**config.mk**
```make
export PLATFORM = sky130hd
export DESIGN_NAME = vga_pixel_fetch_ctrl_flat
export DESIGN_NICKNAME = d
export VERILOG_FILES = /design/src/rtl/vga_pixel_fetch_ctrl_if.sv /design/src/rtl/vga_pixel_fetch_ctrl.sv /design/src/flat_wrapper.sv
export SDC_FILE = /design/constraint.sdc
export NUM_CORES = 1
export LEC_CHECK = 0
export ABC_AREA = 1
export BUFFER_PORTS_ARGS = -buffer_cell sky130_fd_sc_hd__buf_2
export CORE_ASPECT_RATIO = 0.7
export CORE_MARGIN = 2
export CORE_UTILIZATION = 57
export CTS_BUF_LIST = sky130_fd_sc_hd__clkbuf_4 sky130_fd_sc_hd__clkbuf_8
export CTS_CLUSTER_DIAMETER = 60
export CTS_CLUSTER_SIZE = 30
export DETAILED_ROUTE_END_ITERATION = 10
export PLACE_DENSITY_LB_ADDON = 0.08
export SLEW_MARGIN = 20
export SYNTH_ARGS = -nofsm -noshare
export SYNTH_HDL_FRONTEND = slang
export SYNTH_SLANG_ARGS = --single-unit
```
**constraint.sdc**
```tcl
create_clock -name clk -period 4 [get_ports clk]
set_clock_uncertainty 0.15 [all_clocks]
set_input_delay 0.2 -clock clk [delete_from_list [all_inputs] [get_ports clk]]
set_output_delay 0.2 -clock clk [all_outputs]
set_load 0.02 [all_outputs]
```
**src/rtl/vga_pixel_fetch_ctrl_if.sv**
```systemverilog
// Pixel memory read bus between the fetch controller and the pixel store.
//   mem_req   : read request (controller -> memory), held until mem_ack
//   mem_addr  : word address, stable while mem_req is high
//   mem_ack   : request accepted; mem_rdata is valid in the same cycle
//   mem_rdata : read data (memory -> controller)
// Modports: master = fetch controller, slave = memory.
interface vga_pixel_fetch_ctrl_if #(
  parameter int ADDR_W = 19,
  parameter int PIX_W  = 12
) ();
  logic              mem_req;
  logic [ADDR_W-1:0] mem_addr;
  logic              mem_ack;
  logic [PIX_W-1:0]  mem_rdata;

  modport master (output mem_req, output mem_addr, input mem_ack, input mem_rdata);
  modport slave  (input mem_req, input mem_addr, output mem_ack, output mem_rdata);
endinterface

```
**src/rtl/vga_pixel_fetch_ctrl.sv**
```systemverilog
// Pixel fetch scheduler between a pixel memory and a VGA sync generator.
// Prefetches pixel words in raster order into a small FIFO and pops one
// word per active-display clock, producing registered rgb one clock after
// hpos/vpos (aligned with the generator's registered syncs).  The FIFO and
// fetch address are resynchronised on the first blanking line of every
// frame.  When the FIFO runs dry the slot shows UNDERFLOW_COLOR and a debt
// is recorded so the matching late word is dropped, keeping later pixels
// on their correct raster position.
// Ports:
//   clk        : pixel clock
//   reset      : asynchronous, active-low reset
//   hpos/vpos  : raster position from the sync generator
//   display_on : active-area flag from the sync generator
//   mem        : pixel memory read bus (master side)
//   rgb        : registered pixel output
//   underflow  : sticky underflow flag, cleared only by reset
//   frame_done : one-cycle pulse when the last pixel of a frame is fetched
module vga_pixel_fetch_ctrl #(
  parameter int               H_DISPLAY       = 640,
  parameter int               V_DISPLAY       = 480,
  parameter int               PIX_W           = 12,
  parameter int               ADDR_W          = 19,
  parameter int               FIFO_DEPTH      = 16,
  parameter logic [PIX_W-1:0] UNDERFLOW_COLOR = 12'hF0F
) (
  input  logic                    clk,
  input  logic                    reset,
  input  logic [9:0]              hpos,
  input  logic [9:0]              vpos,
  input  logic                    display_on,
  vga_pixel_fetch_ctrl_if.master  mem,
  output logic [PIX_W-1:0]        rgb,
  output logic                    underflow,
  output logic                    frame_done
);

  localparam int PTR_W = $clog2(FIFO_DEPTH);
  localparam int CNT_W = PTR_W + 1;
  localparam int SUM_W = ADDR_W + 1;
  localparam logic [ADDR_W-1:0] LAST_ADDR = ADDR_W'(H_DISPLAY * V_DISPLAY - 1);

  localparam logic [1:0] ST_IDLE  = 2'd0;
  localparam logic [1:0] ST_FETCH = 2'd1;
  localparam logic [1:0] ST_DRAIN = 2'd2;

  function automatic logic [ADDR_W-1:0] debt_sat_inc(input logic [ADDR_W-1:0] v);
    return (v == {ADDR_W{1'b1}}) ? v : v + 1'b1;
  endfunction

  logic [1:0]        state, state_nxt;
  logic [PIX_W-1:0]  fifo_mem [FIFO_DEPTH];
  logic [PTR_W-1:0]  wr_ptr, rd_ptr;
  logic [CNT_W-1:0]  fifo_cnt, fifo_cnt_nxt;
  logic [ADDR_W-1:0] debt, debt_nxt;
  logic [ADDR_W-1:0] addr_nxt;
  logic              req_nxt, fd_nxt;
  logic              resync, accept, starve, pop, push, owed, room;
  logic [PIX_W-1:0]  px_p0;

  always_comb begin
    resync = (hpos == 10'd0) && (vpos == 10'(V_DISPLAY));
    accept = mem.mem_req && mem.mem_ack;
    pop    = display_on && (fifo_cnt != '0);
    starve = display_on && (fifo_cnt == '0);
    // A slot starving in this very cycle already owns the word arriving now;
    // pushing it would shift every later pixel by one.
    owed   = (debt != '0) || starve;
    push   = accept && !resync && (state == ST_FETCH) && !owed;
    px_p0  = fifo_mem[rd_ptr];

    debt_nxt = debt;
    if (resync)
      debt_nxt = '0;
    else if (accept && (state == ST_FETCH) && owed)
      debt_nxt = starve ? debt : debt - 1'b1;
    else if (starve)
      debt_nxt = debt_sat_inc(debt);

    fifo_cnt_nxt = resync ? '0 : fifo_cnt + CNT_W'(push) - CNT_W'(pop);
    // Outstanding words plus owed slots must never exceed the FIFO; checking
    // next-cycle values keeps a fresh request from overshooting.
    room = (SUM_W'(fifo_cnt_nxt) + SUM_W'(debt_nxt)) < SUM_W'(FIFO_DEPTH);

    state_nxt = state;
    addr_nxt  = mem.mem_addr;
    req_nxt   = mem.mem_req;
    fd_nxt    = 1'b0;

    if (resync) begin
      if (mem.mem_req && !mem.mem_ack) begin
        state_nxt = ST_DRAIN;
      end else begin
        state_nxt = ST_FETCH;
        addr_nxt  = '0;
        req_nxt   = 1'b1;
      end
    end else begin
      case (state)
        ST_FETCH: begin
          if (accept) begin
            addr_nxt = mem.mem_addr + 1'b1;
            if (mem.mem_addr == LAST_ADDR) begin
              fd_nxt    = 1'b1;
              state_nxt = ST_IDLE;
              req_nxt   = 1'b0;
            end else begin
              req_nxt = room;
            end
          end else if (!mem.mem_req) begin
            req_nxt = room;
          end
        end
        ST_DRAIN: begin
          if (accept) begin
            state_nxt = ST_FETCH;
            addr_nxt  = '0;
            req_nxt   = room;
          end
        end
        default: req_nxt = 1'b0;
      endcase
    end
  end

  // Stage p0 -> output: control, FIFO bookkeeping and registered pixel
  always_ff @(posedge clk or negedge reset) begin
    if (!reset) begin
      state        <= ST_IDLE;
      mem.mem_req  <= 1'b0;
      mem.mem_addr <= '0;
      fifo_cnt     <= '0;
      wr_ptr       <= '0;
      rd_ptr       <= '0;
      debt         <= '0;
      rgb          <= '0;
      underflow    <= 1'b0;
      frame_done   <= 1'b0;
    end else begin
      state        <= state_nxt;
      mem.mem_req  <= req_nxt;
      mem.mem_addr <= addr_nxt;
      fifo_cnt     <= fifo_cnt_nxt;
      wr_ptr       <= resync ? '0 : wr_ptr + PTR_W'(push);
      rd_ptr       <= resync ? '0 : rd_ptr + PTR_W'(pop);
      debt         <= debt_nxt;
      frame_done   <= fd_nxt;
      underflow    <= underflow | starve;
      if (!display_on)
        rgb <= '0;
      else if (pop)
        rgb <= px_p0;
      else
        rgb <= UNDERFLOW_COLOR;
    end
  end

  always_ff @(posedge clk) begin
    if (push)
      fifo_mem[wr_ptr] <= mem.mem_rdata;
  end

  assert property (@(posedge clk) disable iff (!reset)
    !(push && !pop && (fifo_cnt == CNT_W'(FIFO_DEPTH))));

endmodule
```
**src/flat_wrapper.sv**
```systemverilog
// flat-port wrapper written by rule: the top's interface ports become plain ports
module vga_pixel_fetch_ctrl_flat 
#(
  parameter int               H_DISPLAY       = 640,
  parameter int               V_DISPLAY       = 480,
  parameter int               PIX_W           = 12,
  parameter int               ADDR_W          = 19,
  parameter int               FIFO_DEPTH      = 16,
  parameter logic [PIX_W-1:0] UNDERFLOW_COLOR = 12'hF0F
)
  (clk, reset, hpos, vpos, display_on, rgb, underflow, frame_done, mem_mem_req, mem_mem_addr, mem_mem_ack, mem_mem_rdata);
  vga_pixel_fetch_ctrl_if #(.ADDR_W(ADDR_W), .PIX_W(PIX_W)) mem_i ();
  input  logic clk;
  input  logic reset;
  input  logic [9:0] hpos;
  input  logic [9:0] vpos;
  input  logic display_on;
  output logic [PIX_W-1:0] rgb;
  output logic underflow;
  output logic frame_done;
  output wire logic [$bits(mem_i.mem_req)-1:0] mem_mem_req;
  output wire logic [$bits(mem_i.mem_addr)-1:0] mem_mem_addr;
  input wire logic [$bits(mem_i.mem_ack)-1:0] mem_mem_ack;
  input wire logic [$bits(mem_i.mem_rdata)-1:0] mem_mem_rdata;
  assign mem_mem_req = mem_i.mem_req;
  assign mem_mem_addr = mem_i.mem_addr;
  assign mem_i.mem_ack = mem_mem_ack;
  assign mem_i.mem_rdata = mem_mem_rdata;
  vga_pixel_fetch_ctrl #(.H_DISPLAY(H_DISPLAY), .V_DISPLAY(V_DISPLAY), .PIX_W(PIX_W), .ADDR_W(ADDR_W), .FIFO_DEPTH(FIFO_DEPTH), .UNDERFLOW_COLOR(UNDERFLOW_COLOR)) u_core (.clk(clk), .reset(reset), .hpos(hpos), .vpos(vpos), .display_on(display_on), .mem(mem_i), .rgb(rgb), .underflow(underflow), .frame_done(frame_done));
endmodule
```
---- Yosys cells after proc, flatten, opt, wreduce, memory -nomap -nowiden ----
Memory sizes are Yosys's and may differ from the RTL's.
Index checks and enable logic that the tools add are counted.
W data, S select, Z words.
storage, ports and cells
  register bits after elaboration ......... 68
  ROM bits ................................ 0
  bits in latches ......................... 0
  memories kept ........................... 1
  input bits .............................. 36
  RAM bits ................................ 192
  output and inout port bits .............. 34
  logic and storage cells ................. 86
cells by class
  equal/unequal tests ..................... 9
  order comparisons ....................... 1
  $add $sub $neg .......................... 8
  reductions and logical operators ........ 22
  multiplexer cells ....................... 34
  bitwise logic cells ..................... 1
  div/mod/pow operators ................... 0
  shifts and indexed selects .............. 0
  multiply operators ...................... 0
memories
  name             depth  width  read ports  clocked after Yosys merged registers in  wr ports  RTL line                    text
  u_core.fifo_mem  16     12     1           0                                        1         vga_pixel_fetch_ctrl.sv:51  logic [PIX_W-1:0] fifo_mem [FIFO_DEPTH];
operators with widths
  kind                     count
  $mux W19                 9
  $add A19 B1 Y19 const B  2
  $eq A19 B19 Y1 const B   2
  $pmux W19 S2             1
  $mux W12                 2
  $add A5 B19 Y20          1
  $lt A20 B5 Y1 const B    1
  $reduce_bool A19 Y1      1
  $sub A19 B1 Y19 const B  1
  $mux W1                  12
  $eq A10 B9 Y1 const B    1
  $logic_and A1 B1 Y1      10
  $logic_not A10 Y1        1
  $mux W2                  5
  $add A4 B1 Y4            2
  $mux W4                  2
  $reduce_and A4 Y1        2
  $ne A3 B1 Y1 const B     2
  $add A5 B1 Y5            1
  $logic_not A5 Y1         1
  $mux W5                  1
  $reduce_bool A5 Y1       1
  $sub A5 B1 Y5            1
  $pmux W2 S2              1
  10 further kinds         12

---- Longest topological paths before layout ----
Gate-level depths: netlist (run 1).
  depth after elaboration ................. 15
  mapped depth ............................ 33
  gate-level depth less buffers ........... 32

---- Least setup slack after synthesis (run 1) ----
No wires, ideal clock.
  kind .................................... reg2reg
  start ................................... register u_core.fifo_cnt[3]
  end ..................................... register u_core.mem.mem_req
  arrival ................................. 4.146 ns
  setup time .............................. 0.065 ns
  clock period less this slack ............ 4.361 ns
  path slack .............................. -0.361 ns
  cell stages (with the launch flop) ...... 33
  cells stage by stage .................... dfrtp_1 > inv_1 > ha_1 > inv_1 > nor2_1 > nand2_1 > nand2_1 > inv_1 > clkbuf_1 > ha_1 > inv_1 > ha_1 > fa_1 > a21oi_1 > o21ba_2 > inv_1 > o21ai_0 > a21oi_1 > ha_1 > a21o_1 > a31oi_1 > nand2_4 > nand2_2 > nor2_1 > nand2_1 > nand2_1 > nor2_1 > nand3_1 > o21bai_1 > nand2_1 > nand2_1 > nand2_1 > nand2_1
between the ends
  word-level cells in the longest chain between the ends .. 14
RTL lines
  what                        RTL line                                                  text
  from (decl)                 vga_pixel_fetch_ctrl.sv:53                                logic [CNT_W-1:0] fifo_cnt, fifo_cnt_nxt;
  from (signal assigned)      vga_pixel_fetch_ctrl.sv:142                               fifo_cnt <= fifo_cnt_nxt;
  $logic_not A5 Y1            vga_pixel_fetch_ctrl.sv:64                                starve = display_on && (fifo_cnt == '0);
  $logic_and A1 B1 Y1         vga_pixel_fetch_ctrl.sv:64
  $logic_or A1 B1 Y1          vga_pixel_fetch_ctrl.sv:67                                owed = (debt != '0) || starve;
  $logic_not A1 Y1            vga_pixel_fetch_ctrl.sv:68                                push = accept && !resync && (state == ST_FETCH) && !owed;
  $logic_and A1 B1 Y1         vga_pixel_fetch_ctrl.sv:68
  $add A5 B1 Y5               vga_pixel_fetch_ctrl.sv:79                                fifo_cnt_nxt = resync ? '0 : fifo_cnt + CNT_W'(push) - CNT_W'(pop);
  $sub A5 B1 Y5 *             vga_pixel_fetch_ctrl.sv:79
  $mux W5 *                   vga_pixel_fetch_ctrl.sv:79
  net u_core.fifo_cnt_nxt[4]  vga_pixel_fetch_ctrl.sv:53
  $add A5 B19 Y20 *           vga_pixel_fetch_ctrl.sv:82                                room = (SUM_W'(fifo_cnt_nxt) + SUM_W'(debt_nxt)) < SUM_W'(FIFO_DEPTH);
  $lt A20 B5 Y1 *             vga_pixel_fetch_ctrl.sv:82
  $mux W1 (on tied branches)  vga_pixel_fetch_ctrl.sv:109, vga_pixel_fetch_ctrl.sv:102
  $mux W1                     vga_pixel_fetch_ctrl.sv:100                               if (accept) begin
  $pmux W1 S2 *               vga_pixel_fetch_ctrl.sv:98                                case (state)
  $mux W1 *                   vga_pixel_fetch_ctrl.sv:89                                if (resync) begin
  to (signal assigned)        vga_pixel_fetch_ctrl.sv:140                               mem.mem_req <= req_nxt;
  to (decl)                   vga_pixel_fetch_ctrl_if.sv:16                             modport master (output mem_req, output mem_addr, input mem_ack, input mem_rdata);
The timed path passes the listed nets; every way through them passes the cells marked *. The select of a mux whose other input is x is not followed.
A chain may end at the register's enable or synchronous reset.

---- Worst setup path in the final report (run 1) ----
  start ................................... register u_core.fifo_cnt[2]
  end ..................................... register u_core.mem.mem_req
Same word-level chain as after synthesis.

==> results of run 1 <==
## Yosys cell counts, types with 19 or more instances
library cell | count | area, µm²
sky130_fd_sc_hd__nand2_1 | 252 | 946
sky130_fd_sc_hd__nor2_1 | 215 | 807
sky130_fd_sc_hd__edfxtp_1 | 192 | 5770
sky130_fd_sc_hd__inv_1 | 115 | 432
sky130_fd_sc_hd__nand3_1 | 85 | 425
sky130_fd_sc_hd__o21ai_0 | 79 | 395
sky130_fd_sc_hd__dfrtp_1 | 68 | 1700
sky130_fd_sc_hd__clkbuf_1 | 37 | 139
sky130_fd_sc_hd__a21oi_1 | 31 | 155
sky130_fd_sc_hd__mux2i_1 | 26 | 260
sky130_fd_sc_hd__o221ai_1 | 26 | 228
sky130_fd_sc_hd__o32ai_1 | 22 | 193
sky130_fd_sc_hd__ha_1 | 20 | 250
sky130_fd_sc_hd__nand4_1 | 19 | 119
## layer usage
metal	wire [µm]	vias to the layer above	global-route usage (%)
met5	0	-	0
met4	424	0	4.38
met3	3270	39	6.01
met2	13000	479	38.7
met1	15600	4833	44.5
li1	-	4841	-
## layout by cell type, fill, tap and decap left out, drive strengths merged, types with 4 or more instances in the layout
master | netlist | final
a21oi | 32 | 32
nand3 | 93 | 93
clkinv | 4 | 7
o21ai | 82 | 82
o221ai | 26 | 26
nor3 | 14 | 14
nor4 | 6 | 6
o211ai | 13 | 13
o32ai | 22 | 22
dlygate4sd3 | 0 | 15
or2 | 4 | 4
nor2 | 230 | 230
a31oi | 7 | 7
nand4 | 19 | 19
dfrtp | 68 | 68
nand2 | 260 | 261
edfxtp | 192 | 192
xor2 | 12 | 12
buf | 16 | 159
clkbuf | 37 | 16
mux2i | 26 | 26
ha | 20 | 20
inv | 120 | 124
## state kept, by name (all words and copies together) (netlist names)
register	flops
u_core.state	2
u_core.fifo_cnt	5
u_core.debt	19
u_core.fifo_mem	192
u_core.frame_done	1
u_core.rgb	12
u_core.mem.mem_req	1
u_core.mem.mem_addr	19
u_core.wr_ptr	4
u_core.underflow	1
u_core.rd_ptr	4
## power by group through the flow
| stage | Sequential (mW) | Clock, mW | Combinational, mW |
|---|---|---|---|
| detailed placement | 3.30 | 0 | 2.72 |
| global route | 3.28 | 1.57 | 3.27 |
| CTS | 3.25 | 1.49 | 2.85 |
| global placement | 3.31 | 0 | 2.68 |
| floorplan | 3.20 | 0 | 1.96 |
| finish | 3.26 | 1.46 | 2.92 |
## logic make-up after synthesis
logic type	Yosys count
AOI/OAI and AO/OA	195
adders and majority gates	21
buffers and inverters	177
xor gates and xnor gates	15
muxes	26
DFF	260
and+or+nand+nor	632
## how the worst max path moves through the flow
stage	end	slack, ns	cells past startpoint
floorplan	u_core.mem.mem_req	-0.09	32
global placement	u_core.mem.mem_req	-0.23	31
detailed placement	u_core.mem.mem_req	-0.36	31
CTS	u_core.mem.mem_req	-0.19	31
global route	u_core.mem.mem_req	-0.54	28
finish	u_core.mem.mem_req	-0.29	31
## metrics by stage
step           setup TNS (ns)  setup WS, ns  cell area [µm²]
2_1_floorplan         -0.0915       -0.0915            12800
3_3_place_gp           -0.231        -0.231            14000
3_5_place_dp           -0.362        -0.362            14000
4_1_cts                -0.192        -0.192            14600
5_1_grt                -0.545        -0.545            14600
6_report               -0.286        -0.286            14600
## final cells by class
type	instances	area (µm²)	share of cell area (%)
Timing Repair Buffer	174	1190	8.12
Sequential cell	260	7470	51.2
Clock inverter	9	168	1.15
Tap cell	282	353	2.42
Multi-Input combinational cell	890	4750	32.5
Clock buffer	16	214	1.46
Inverter	124	465	3.19
## timing repair
item,4_1_cts,5_1_grt
gates cloned,1,0
buffers inserted,3,0
resized for setup,19,4
pin swaps,17,1
endpoints found under the hold margin,271,0
endpoints found under the setup margin,1,1
hold buffers,15,0
==> out/summary.md, run 1 <==
Number of warnings printed during yosys synthesis: 0. The total global-route track usage is 27.5%, and the number of cells in the finished layout apart from fillers is 1755. The worst-case IR drop observed on VDD is 0.411 mV. Post-layout worst setup margin: -0.286 ns.

The switching power was 2.96 mW. Of the total synthesized cell area, the portion taken by XOR and XNOR cells is 1.03%. The tools report the via count of the first global-routing pass as 9145. The cell that appears most often on the critical path is sky130_fd_sc_hd__nand2_1.

The tools report the start of the worst register-to-register path as u_core.fifo_cnt[2]. After synthesis, flip-flops and latches occupy 58.3% of the total area. The tools report the worst hold slack across all endpoints as 0.130 ns. The tools report the internal power contribution as 4.68 mW. After floorplanning, the core was divided into 45 placement rows. The logs give 15 for the total clock buffers created by CTS and 4.61 ns for the endpoint arrival time on the critical path.

Headroom to the max-slew limit came out at 40.1%. The share of total power dissipated in combinational logic is 38.3%. After synthesis, the netlist uses 48 different library cells. The share of total power dissipated in sequential elements is 42.6%. The setup check on the worst reg-to-reg path leaves a slack of -0.29 ns. Once detail routing completed, the nets flagged for antenna violations numbered 0. Summing every instance area after synthesis gives 12800 µm². Per-cell routed wire length: 18.4 µm.

Leading register cell type out of synthesis: sky130_fd_sc_hd__edfxtp_1. The post-synthesis compound-gate area fraction is 9.67%, and the delay contributed by the slowest stage of the critical path is 0.42 ns. In this run the static leakage power is 6.01 nW. The worst register-to-register path ends at u_core.mem.mem_req. For the reported max-cap violation count, the log shows 0. Entering global routing, the biggest net connects 69 pins. The post-synthesis share of cell area spent on and, or, nand and nor gates came out at 21.3%.

The first-pass GRT wire length came out at 50300 µm. The slowest stage of the critical path belongs to the cell sky130_fd_sc_hd__dfrtp_1. The net count of the finished layout is 1522. The placer congestion estimate is 0.979. The final reports fail on setup timing. The die footprint came out at 23700 µm².

Once detailed placement completed, the half-perimeter wirelength came to 22000 µm. The synthesized netlist devotes 2.11% of its cell area to adder and majority cells. Area of the core region: 21800 µm².

The master cell of the clock root buffer is sky130_fd_sc_hd__clkbuf_8. The run gives 0 as the initial antenna violation count. The die boundary height was 129 µm; the iteration count of the initial detailed-routing pass was 5.

Fill cells in the final layout number 1744. The shortest period the worst path allows came out at 4.29 ns. Based on the critical path, the design can be clocked at up to 233 MHz. For this design the top-level I/O count stands at 70.

Data on the critical path is required at its endpoint by 4.33 ns. The count of buffering cells on the critical path with inverters included came out at 5. The number of port buffers was 69. The largest family of logic cells by synthesized area is simple AND/OR/NAND/NOR gates.

After clock tree synthesis, the clock-pin slew on the worst setup and hold paths is 0.16 ns. Worst-case reg-to-reg path depth: 31. Post-route fraction of the period consumed by the critical path: 107%. The fraction of synthesis flops using an asynchronous set or reset pin is 26.2%.

The flow ran to the end, but the final reports show violations. Critical path launch point: u_core.fifo_cnt[2]. The run gives 3 as the maximum number of buffers from clock root to sink. The power density normalized to cell area works out to 523 nW/µm².

In this run the worst hold path is classified as input port to async pin. Compared with the post-synthesis result, the final layout area differs by 14.1%. The worst setup path is launched from a flop. The category of the most critical setup path was flop to flop. The total design power was 7.64 mW. Setup repair after global routing could not meet its margin everywhere. The max-slew violation count is 0. Yosys mapped a number of flops with a built-in enable equal to 192. The portion of synthesized area spent on multiplexers is 2.03%. After detailed routing, the number of remaining DRC violations is 0. The post-synthesis register bit count came out at 260. The run gives 32300 µm as the total length of routed wires. Synthesis produced a netlist with a net count of 1383. The number of instances in the synthesized netlist came out at 1326.

Kind of end point of the critical path: a flop. Summing over every cut layer, the via total after detailed routing is 10200. From left edge to right edge, the die measures 183 µm.

TritonCTS built the clock tree. Dividing the detail-routed via count by the number of cells gives 5.81. For the pin with the worst max-slew slack, the measured transition is 0.898 ns.

The run gives 58.6% as the effective utilization at floorplan. The run gives 19.1% as the clock network fraction of total power. For this design, the sink count on the clock tree is 260.

The repair_antennas step left the layout with diodes totalling 0. The switching share of power was 38.7%. For the worst-skew pair, the clock arrives at the later sink with an insertion delay of 0.55 ns.

The post-synthesis average cell area works out to 9.65 µm². The run gives 1711 as the cell total after placement. The total congestion overflow after global routing was 0; the CTS H-tree depth was 1. In the final layout, the share of cells above drive strength 1 is 17.1%. The number of setup violations in the final report is 1. The tools report the number of hold-slack violations in the final timing report as 0. The dominant delay contributor by cell family on the critical path is adder cells.

The run gives 1134 as the DRC marker count from the first detailed-route iteration. Of all nets on the critical path, the largest fanout is 5. For the core occupancy in the finished layout, the log shows 66.9%.
Note: power is estimated with default switching activity, not from simulation.
==> run 2: changes to the inputs <==
--- a/config.mk
+++ b/config.mk
@@ -9,13 +9,12 @@
 export BUFFER_PORTS_ARGS = -buffer_cell sky130_fd_sc_hd__buf_2
 export CORE_ASPECT_RATIO = 0.7
 export CORE_MARGIN = 2
-export CORE_UTILIZATION = 57
+export CORE_UTILIZATION = 25
 export CTS_BUF_LIST = sky130_fd_sc_hd__clkbuf_4 sky130_fd_sc_hd__clkbuf_8
 export CTS_CLUSTER_DIAMETER = 60
 export CTS_CLUSTER_SIZE = 30
 export DETAILED_ROUTE_END_ITERATION = 10
 export PLACE_DENSITY_LB_ADDON = 0.08
-export SLEW_MARGIN = 20
 export SYNTH_ARGS = -nofsm -noshare
 export SYNTH_HDL_FRONTEND = slang
 export SYNTH_SLANG_ARGS = --single-unit
==> constraint.sdc (replaced) <==
create_clock -name clk -period 3.9 [get_ports clk]
set_clock_uncertainty 0.15 [all_clocks]
set_input_delay 0.195 -clock clk [delete_from_list [all_inputs] [get_ports clk]]
set_output_delay 0.195 -clock clk [all_outputs]
set_load 0.02 [all_outputs]
==> run 2 against run 1 <==
  * The flow still finishes with violations (setup timing)
  * Hold slack improved by 0.020 ns
  * Clock power grew 38%
  * Critical endpoint unchanged
  * Sequential share of layout area fell by 3.7 points
  * Setup slack improved by 0.083 ns
  * Largest power group unchanged
  * Total power is 12% higher
==> out/summary.md, run 2 (synthesis gave the netlist of run 1 again) <==
The die boundary height is 193 µm (was 129 µm), and the delay contributed by the slowest stage of the critical path is 0.40 ns (was 0.42 ns). The endpoint arrival time on the critical path was 4.53 ns (was 4.61 ns); the maximum number of buffers from clock root to sink was 3 (unchanged). The shortest period the worst path allows was 4.10 ns (was 4.29 ns); the largest net degree at the start of global routing was 61 (was 69). The leakage power figure is 6.37 nW (was 6.01 nW), and the required time reported for the critical path endpoint is 4.33 ns (about the same).

Max-slew violation count: 0 (unchanged). The logs give 14.9% (was 27.5%) for the total global-route track usage and 27400 µm (was 22000 µm) for the estimated wirelength of the detail-placed design. Area of the core region: 50700 µm² (was 21800 µm²). The post-route fraction of the period consumed by the critical path is 105% (was 107%), and the number of fill cells is 5255 (was 1744). TritonCTS built the clock tree. For the DRC marker count from the first detailed-route iteration, the log shows 704 (was 1134). The category of the most critical setup path was flop to flop (unchanged). The logs give 0 (unchanged) for the post-route antenna net violation count and 50.8% (was 40.1%) for the worst slew margin relative to its limit. For the highest attainable clock frequency, the log shows 244 MHz (was 233 MHz).

The die footprint came out at 53000 µm² (was 23700 µm²). The total length of routed wires came out at 39300 µm (was 32300 µm). The per-cell routed wire length was 17.7 µm (was 18.4 µm). The post-layout net count came out at 1580 (was 1522). Power density normalized to cell area: 544 nW/µm² (was 523 nW/µm²). Total clock sinks: 260 (unchanged).

The placer congestion estimate is 0.799 (was 0.979), and the number of antenna repair diodes is 0 (unchanged). The tools report the via count of the first global-routing pass as 10000 (was 9145). The initial antenna violation count was 0 (unchanged); the effective utilization at floorplan was 25.3% (was 58.6%).

Worst voltage drop across the vdd grid: 0.338 mV (was 0.411 mV). The transition time at the pin with the least slew margin is 0.738 ns (was 0.898 ns). The tools report the master cell of the clock root buffer as sky130_fd_sc_hd__clkbuf_8 (unchanged). The combinational power share was 37.5% (was 38.3%); the number of hold-slack violations in the final timing report was 0 (unchanged). The tools report the number of placed I/O pins as 70 (unchanged). The fraction of layout cells with a size suffix above 1 is 21.0% (was 17.1%). The maximum net fanout on the critical path is 5 (unchanged), and the first-pass GRT wire length is 60900 µm (was 50300 µm).

Most frequent cells in the layout: sky130_fd_sc_hd__nand2_1 (252), sky130_fd_sc_hd__nor2_1 (212), sky130_fd_sc_hd__edfxtp_1 (192) (was sky130_fd_sc_hd__nand2_1 (252), sky130_fd_sc_hd__nor2_1 (210), sky130_fd_sc_hd__edfxtp_1 (192)). The via density per instance came out at 4.52 (was 5.81). The end of the worst register-to-register path was u_core.mem.mem_req (unchanged). The total design power came out at 8.57 mW (was 7.64 mW).

Category of the worst setup path launch point: a flop (unchanged). The tools report the start of the worst register-to-register path as u_core.fifo_cnt[3] (was u_core.fifo_cnt[2]). The die extent in x works out to 274 µm (was 183 µm). The DRC violation count after routing came out at 0 (unchanged).

Library cell appearing most often on the critical path: sky130_fd_sc_hd__nand2_1 (unchanged). The via total after detailed routing came out at 10000 (was 10200). The run gives 31.1% (was 66.9%) as the core occupancy in the finished layout. Failing checks: setup timing (unchanged).

The clock latency on the worst-skew pair is 0.63 ns (was 0.55 ns), and the standard-cell row count is 69 (was 45). The total congestion overflow after global routing was 0 (unchanged); the reported max-cap violation count was 0 (unchanged). The total cell area at the placement stage was 14800 µm² (was 14000 µm²). The tools report the post-layout worst setup margin as -0.203 ns (was -0.286 ns). The timing endpoint of the critical path is u_core.mem.mem_req (unchanged). The worst-case reg-to-reg path depth is 31 (unchanged), and the fraction of power consumed by sequential logic is 38.9% (was 42.6%).

The flow ran to the end, but the final reports show violations. The worst hold path class is input port to flop (was input port to async pin). The switching share of power came out at 39.5% (was 38.7%).

The register-to-register setup slack is -0.20 ns (was -0.29 ns), and the flip-flop count of the largest register after layout is 192 (unchanged). The clock-pin slew reported for the worst setup and hold paths after clock tree synthesis is 0.11 ns (was 0.16 ns). The total clock buffers created by CTS is 26 (was 15), and the final standard cell area without fillers is 15700 µm² (was 14600 µm²). The register with the highest flop count is u_core.fifo_mem (unchanged). The number of setup violations in the final report was 1 (unchanged); the switching power was 3.38 mW (was 2.96 mW). Critical path's slowest cell: sky130_fd_sc_hd__dfrtp_1 (unchanged). The synthesis-to-layout area growth is 23.0% (was 14.1%). The kind of end point of the critical path was a flop (unchanged). For the internal power contribution, the log shows 5.19 mW (was 4.68 mW).

Biggest regs: u_core.fifo_mem: 192 flops, u_core.debt: 19 flops, u_core.mem.mem_addr: 19 flops (unchanged). The tools report the CTS H-tree depth as 1 (unchanged). Commonest non-fill, non-tap cell in the layout: sky130_fd_sc_hd__nand2_1 (unchanged). The iteration count of the initial detailed-routing pass came out at 5 (unchanged). Setup repair after global routing could not meet its margin everywhere. Critical path launch point: u_core.fifo_cnt[3] (was u_core.fifo_cnt[2]).

The number of port buffers was 69 (unchanged). The clock network fraction of total power was 23.5% (was 19.1%).
-- run 2: cell count changes in the layout (fill, tap and decap cells not counted), sizes merged --
cell,previous run,this run
bufinv,2,1
clkbuf,16,28
dlygate4sd3,15,17
clkinv,7,11
buf,159,204
clkinvlp,0,1
inv,124,131
-- run 2: what timing repair did --
action                                  4_1_cts  5_1_grt
endpoints found under the setup margin        1        1
endpoints found under the hold margin       251        0
pin swaps                                    18       13
gates cloned                                  1        0
hold buffers                                 17        0
gates resized for setup                      12       17
setup buffers                                 6        2
-- run 2: critical path, delay by kind of cell, from the launching register on --
family	cells	cell delay, ns
adder cells (fa/ha/maj)	5	1.19
buffers and inverters	5	0.25
AND/OR/NAND/NOR	14	1.20
flip-flops	1	0.40
AO/OA/AOI/OAI	7	0.84
-- run 2: worst min-delay path by stage --
stage | from | end | slack [ns] | depth (start not counted)
floorplan | reset | u_core.debt[0] | -0.25 | 0
global placement | reset | u_core.mem.mem_addr[2] | 0.18 | 1
detailed placement | reset | u_core.mem.mem_addr[3] | 0.17 | 1
CTS | vpos[1] | u_core.rd_ptr[1] | 0.12 | 6
global route | hpos[8] | u_core.debt[1] | 0.18 | 6
finish | hpos[9] | u_core.debt[1] | 0.15 | 6
-- run 2: layout make-up --
cell class                 count  area (µm²)  area share (%)
sequential                   260        7470            47.5
multi-input combinational    890        4770            30.3
timing repair buffer         221        1570            9.97
tap                          674         843            5.36
inverter                     124         465            2.96
clock buffer                  28         373            2.37
clock inverter                20         250            1.59
-- run 2: metal layers --
layer  wire length (µm)  GRT usage, %  share of wire (%)
met1              21700          24.1                 55
met2              15400          20.9                 39
met3               1440          1.94                3.7
met4                732          2.98                1.9
met5                  0             0                  0
-- run 2: metrics by stage --
| step | setup TNS (ns) | hold WS [ns] | setup WS (ns) | cells |
|---|---|---|---|---|
| after floorplan | -0.191 | -0.251 | -0.191 | 1326 |
| after global placement | -0.367 | 0.176 | -0.367 | 2143 |
| after detailed placement | -0.442 | 0.173 | -0.442 | 2143 |
| after CTS | -0.287 | 0.123 | -0.287 | 2215 |
| after global routing | -0.515 | 0.178 | -0.515 | 2217 |
| final | -0.203 | 0.150 | -0.203 | 2217 |
-- run 2: power by group through the flow --
stage	Combinational (mW)	Clock [mW]	Sequential [mW]
floorplan	2.01	0	3.28
detailed placement	3.01	0	3.40
CTS	3.16	2.11	3.35
finish	3.22	2.02	3.34
global placement	3.04	0	3.41
global route	3.60	2.22	3.37
==> run 3: changes to the inputs <==
--- a/config.mk
+++ b/config.mk
@@ -6,7 +6,6 @@
 export NUM_CORES = 1
 export LEC_CHECK = 0
 export ABC_AREA = 1
-export BUFFER_PORTS_ARGS = -buffer_cell sky130_fd_sc_hd__buf_2
 export CORE_ASPECT_RATIO = 0.7
 export CORE_MARGIN = 2
 export CORE_UTILIZATION = 25
@@ -14,6 +13,7 @@
 export CTS_CLUSTER_DIAMETER = 60
 export CTS_CLUSTER_SIZE = 30
 export DETAILED_ROUTE_END_ITERATION = 10
+export DONT_BUFFER_PORTS = 1
 export PLACE_DENSITY_LB_ADDON = 0.08
 export SYNTH_ARGS = -nofsm -noshare
 export SYNTH_HDL_FRONTEND = slang
==> run 3 against run 2 <==
  * The run still ends with setup timing left
  * Register-to-register slack worse by 0.10 ns
  * Fmax is 2.5% lower
  * Clock-buffer cell count is 3 higher
  * Largest cell class unchanged
==> out/summary.md, run 3 (synthesis gave the netlist of run 1 again) <==
The via count of the first global-routing pass is 9691 (was 10000). The iteration count of the initial detailed-routing pass was 5 (unchanged); the total cell area at the placement stage was 14400 µm² (was 14800 µm²). Commonest non-fill, non-tap cell in the layout: sky130_fd_sc_hd__nand2_1 (unchanged). The maximum net fanout on the critical path is 5 (unchanged). The total design power was 8.94 mW (was 8.57 mW). The synthesis-to-layout area growth came out at 22.2% (was 23.0%). The category of the most critical setup path is flop to flop (unchanged). The via density per instance works out to 4.53 (was 4.52). Die boundary height: 193 µm (unchanged). The post-route fraction of the period consumed by the critical path was 108% (was 105%); the maximum number of buffers from clock root to sink was 3 (unchanged). The tools report the kind of end point of the critical path as a flop (unchanged). The clock-pin slew reported for the worst setup and hold paths after clock tree synthesis is 0.10 ns (was 0.11 ns). The logs give -0.306 ns (was -0.203 ns) for the setup TNS and 1 (unchanged) for the CTS H-tree depth. The total clock buffers created by CTS is 28 (was 26). The fraction of layout cells with a size suffix above 1 is 16.7% (was 21.0%). The flow ran to the end, but the final reports show violations. The core occupancy in the finished layout was 30.9% (was 31.1%). The critical path's slowest cell is sky130_fd_sc_hd__dfrtp_1 (unchanged). Biggest regs: u_core.fifo_mem: 192 flops, u_core.debt: 19 flops, u_core.mem.mem_addr: 19 flops (unchanged). The capture endpoint of the worst hold path was u_core.rd_ptr[3] (was u_core.debt[1]). The logs give 44.3% (was 50.8%) for the worst slew margin relative to its limit and 0.777 (was 0.799) for the placer congestion estimate. Failing checks: setup timing (unchanged). The run gives 726 (was 704) as the DRC marker count from the first detailed-route iteration.

TritonCTS built the clock tree. The tools report the worst voltage drop across the vdd grid as 0.299 mV (was 0.338 mV). Most frequent cells in the layout: sky130_fd_sc_hd__nand2_1 (248), sky130_fd_sc_hd__nor2_1 (213), sky130_fd_sc_hd__edfxtp_1 (192) (was sky130_fd_sc_hd__nand2_1 (252), sky130_fd_sc_hd__nor2_1 (212), sky130_fd_sc_hd__edfxtp_1 (192)). The total clock sinks is 260 (unchanged), and the die footprint is 53000 µm² (unchanged). The master cell of the clock root buffer was sky130_fd_sc_hd__clkbuf_8 (unchanged). Initial antenna violation count: 0 (unchanged).

The flip-flop count of the largest register after layout works out to 192 (unchanged). The first-pass GRT wire length came out at 61600 µm (was 60900 µm). Post-layout worst setup margin: -0.306 ns (was -0.203 ns).

The final standard cell area without fillers came out at 15600 µm² (was 15700 µm²). The power density normalized to cell area was 572 nW/µm² (was 544 nW/µm²); the clock latency on the worst-skew pair was 0.65 ns (was 0.63 ns). The start of the worst register-to-register path was u_core.fifo_cnt[3] (unchanged). The logs give 69 (unchanged) for the standard-cell row count and 0 (unchanged) for the total congestion overflow after global routing. The die extent in x was 274 µm (unchanged).

The run gives 2065 (was 2143) as the cell total after placement. The register with the highest flop count is u_core.fifo_mem (unchanged). The tools report the area of the core region as 50700 µm² (unchanged). The number of hold-slack violations in the final timing report is 0 (unchanged), and the post-layout net count is 1520 (was 1580). The logs give 0 (unchanged) for the max-slew violation count and 57 (was 61) for the largest net degree at the start of global routing. The number of setup violations in the final report was 1 (unchanged); the number of port buffers was 0 (was 69). The run gives 0 (unchanged) as the DRC violation count after routing. The worst hold path class is input port to flop (unchanged). The shortest period the worst path allows is 4.21 ns (was 4.10 ns).

Setup repair after global routing could not meet its margin everywhere. The estimated wirelength of the detail-placed design came out at 27200 µm (was 27400 µm). The post-route antenna net violation count came out at 0 (unchanged).

The total length of routed wires was 40000 µm (was 39300 µm); the via total after detailed routing was 9785 (was 10000). Number of cells in the finished layout apart from fillers: 2160 (was 2217). The per-cell routed wire length was 18.5 µm (was 17.7 µm); the endpoint arrival time on the critical path was 4.64 ns (was 4.53 ns).

The critical path launch point is u_core.fifo_cnt[3] (unchanged). The transition time at the pin with the least slew margin was 0.835 ns (was 0.738 ns). The delay contributed by the slowest stage of the critical path was 0.40 ns (about the same). The number of instances on the worst hold path is 5 (was 6).

The worst-case reg-to-reg path depth came out at 32 (was 31). The tools report the category of the worst setup path launch point as a flop (unchanged). The tools report the leakage power figure as 6.17 nW (was 6.37 nW). The reported max-cap violation count is 0 (unchanged). The library cell appearing most often on the critical path is sky130_fd_sc_hd__nand2_1 (unchanged). Effective utilization at floorplan: 25.3% (unchanged). The end of the worst register-to-register path was u_core.mem.mem_req (unchanged). The logs give 70 (unchanged) for the number of placed I/O pins and 238 MHz (was 244 MHz) for the highest attainable clock frequency. The tools report the register-to-register setup slack as -0.31 ns (was -0.20 ns).

The required time reported for the critical path endpoint came out at 4.34 ns (was 4.33 ns). Launch instance of the worst min-delay path: vpos[1] (was hpos[9]). The total global-route track usage is 15.2% (was 14.9%).
## run 3: changes by cell type in the layout (fill, tap and decap cells not counted), sizes merged
cell	change
buf	-77
bufinv	+1
clkbuf	+3
clkinv	-1
clkinvlp	-1
diode	+1
dlygate4sd3	+15
inv	+2
## run 3: repair_timing
| item | 4_1_cts | 5_1_grt |
|---|---|---|
| endpoints found under the setup margin | 1 | 1 |
| pin swaps | 10 | 18 |
| gates resized for setup | 6 | 20 |
| hold buffers | 34 | 0 |
| gates cloned | 1 | 0 |
| endpoints found under the hold margin | 279 | 0 |
| setup buffers | 3 | 4 |
## run 3: worst max path at each step
stage / end
CTS: u_core.mem.mem_req
floorplan: u_core.mem.mem_req
global route: u_core.mem.mem_req
global placement: u_core.mem.mem_req
finish: u_core.mem.mem_req
detailed placement: u_core.mem.mem_req
## run 3: area by class of cell
type                       count  area [µm²]
tap                          674         843
timing repair buffer         159        1360
inverter                     124         468
multi-input combinational    890        4770
clock inverter                21         307
clock buffer                  31         414
sequential                   260        7470
fill                        5262       35000
antenna                        1        2.50
## run 3: worst max-delay path, delay by kind of cell (launching register included)
family	cells	cell delay, ns
fa+ha+maj	5	1.18
buf+inv	7	0.44
compound gates	8	1.10
flops	1	0.40
simple gates	12	0.84
## run 3: routing by layer
layer  routed length (µm)  global-route usage, %  up-vias
li1                     -                      -     4841
met1                21700                   24.8     4722
met2                15900                   20.9      184
met3                 1750                   2.10       38
met4                  657                   2.82        0
met5                    0                      0        -
## run 3: power by group
group | switching, mW | total (mW) | internal [mW]
logic | 1.94 | 3.29 | 1.35
clock network | 1.29 | 2.27 | 0.976
registers | 0.291 | 3.38 | 3.09
total | 3.53 | 8.94 | 5.41
## run 3: per-stage QoR
stage,setup slack [ns],hold WS (ns)
2_1_floorplan,-0.191,-0.251
3_3_place_gp,-0.346,-0.247
3_5_place_dp,-0.388,-0.248
4_1_cts,-0.339,0.00179
5_1_grt,-0.660,0.0391
6_report,-0.306,0.0396
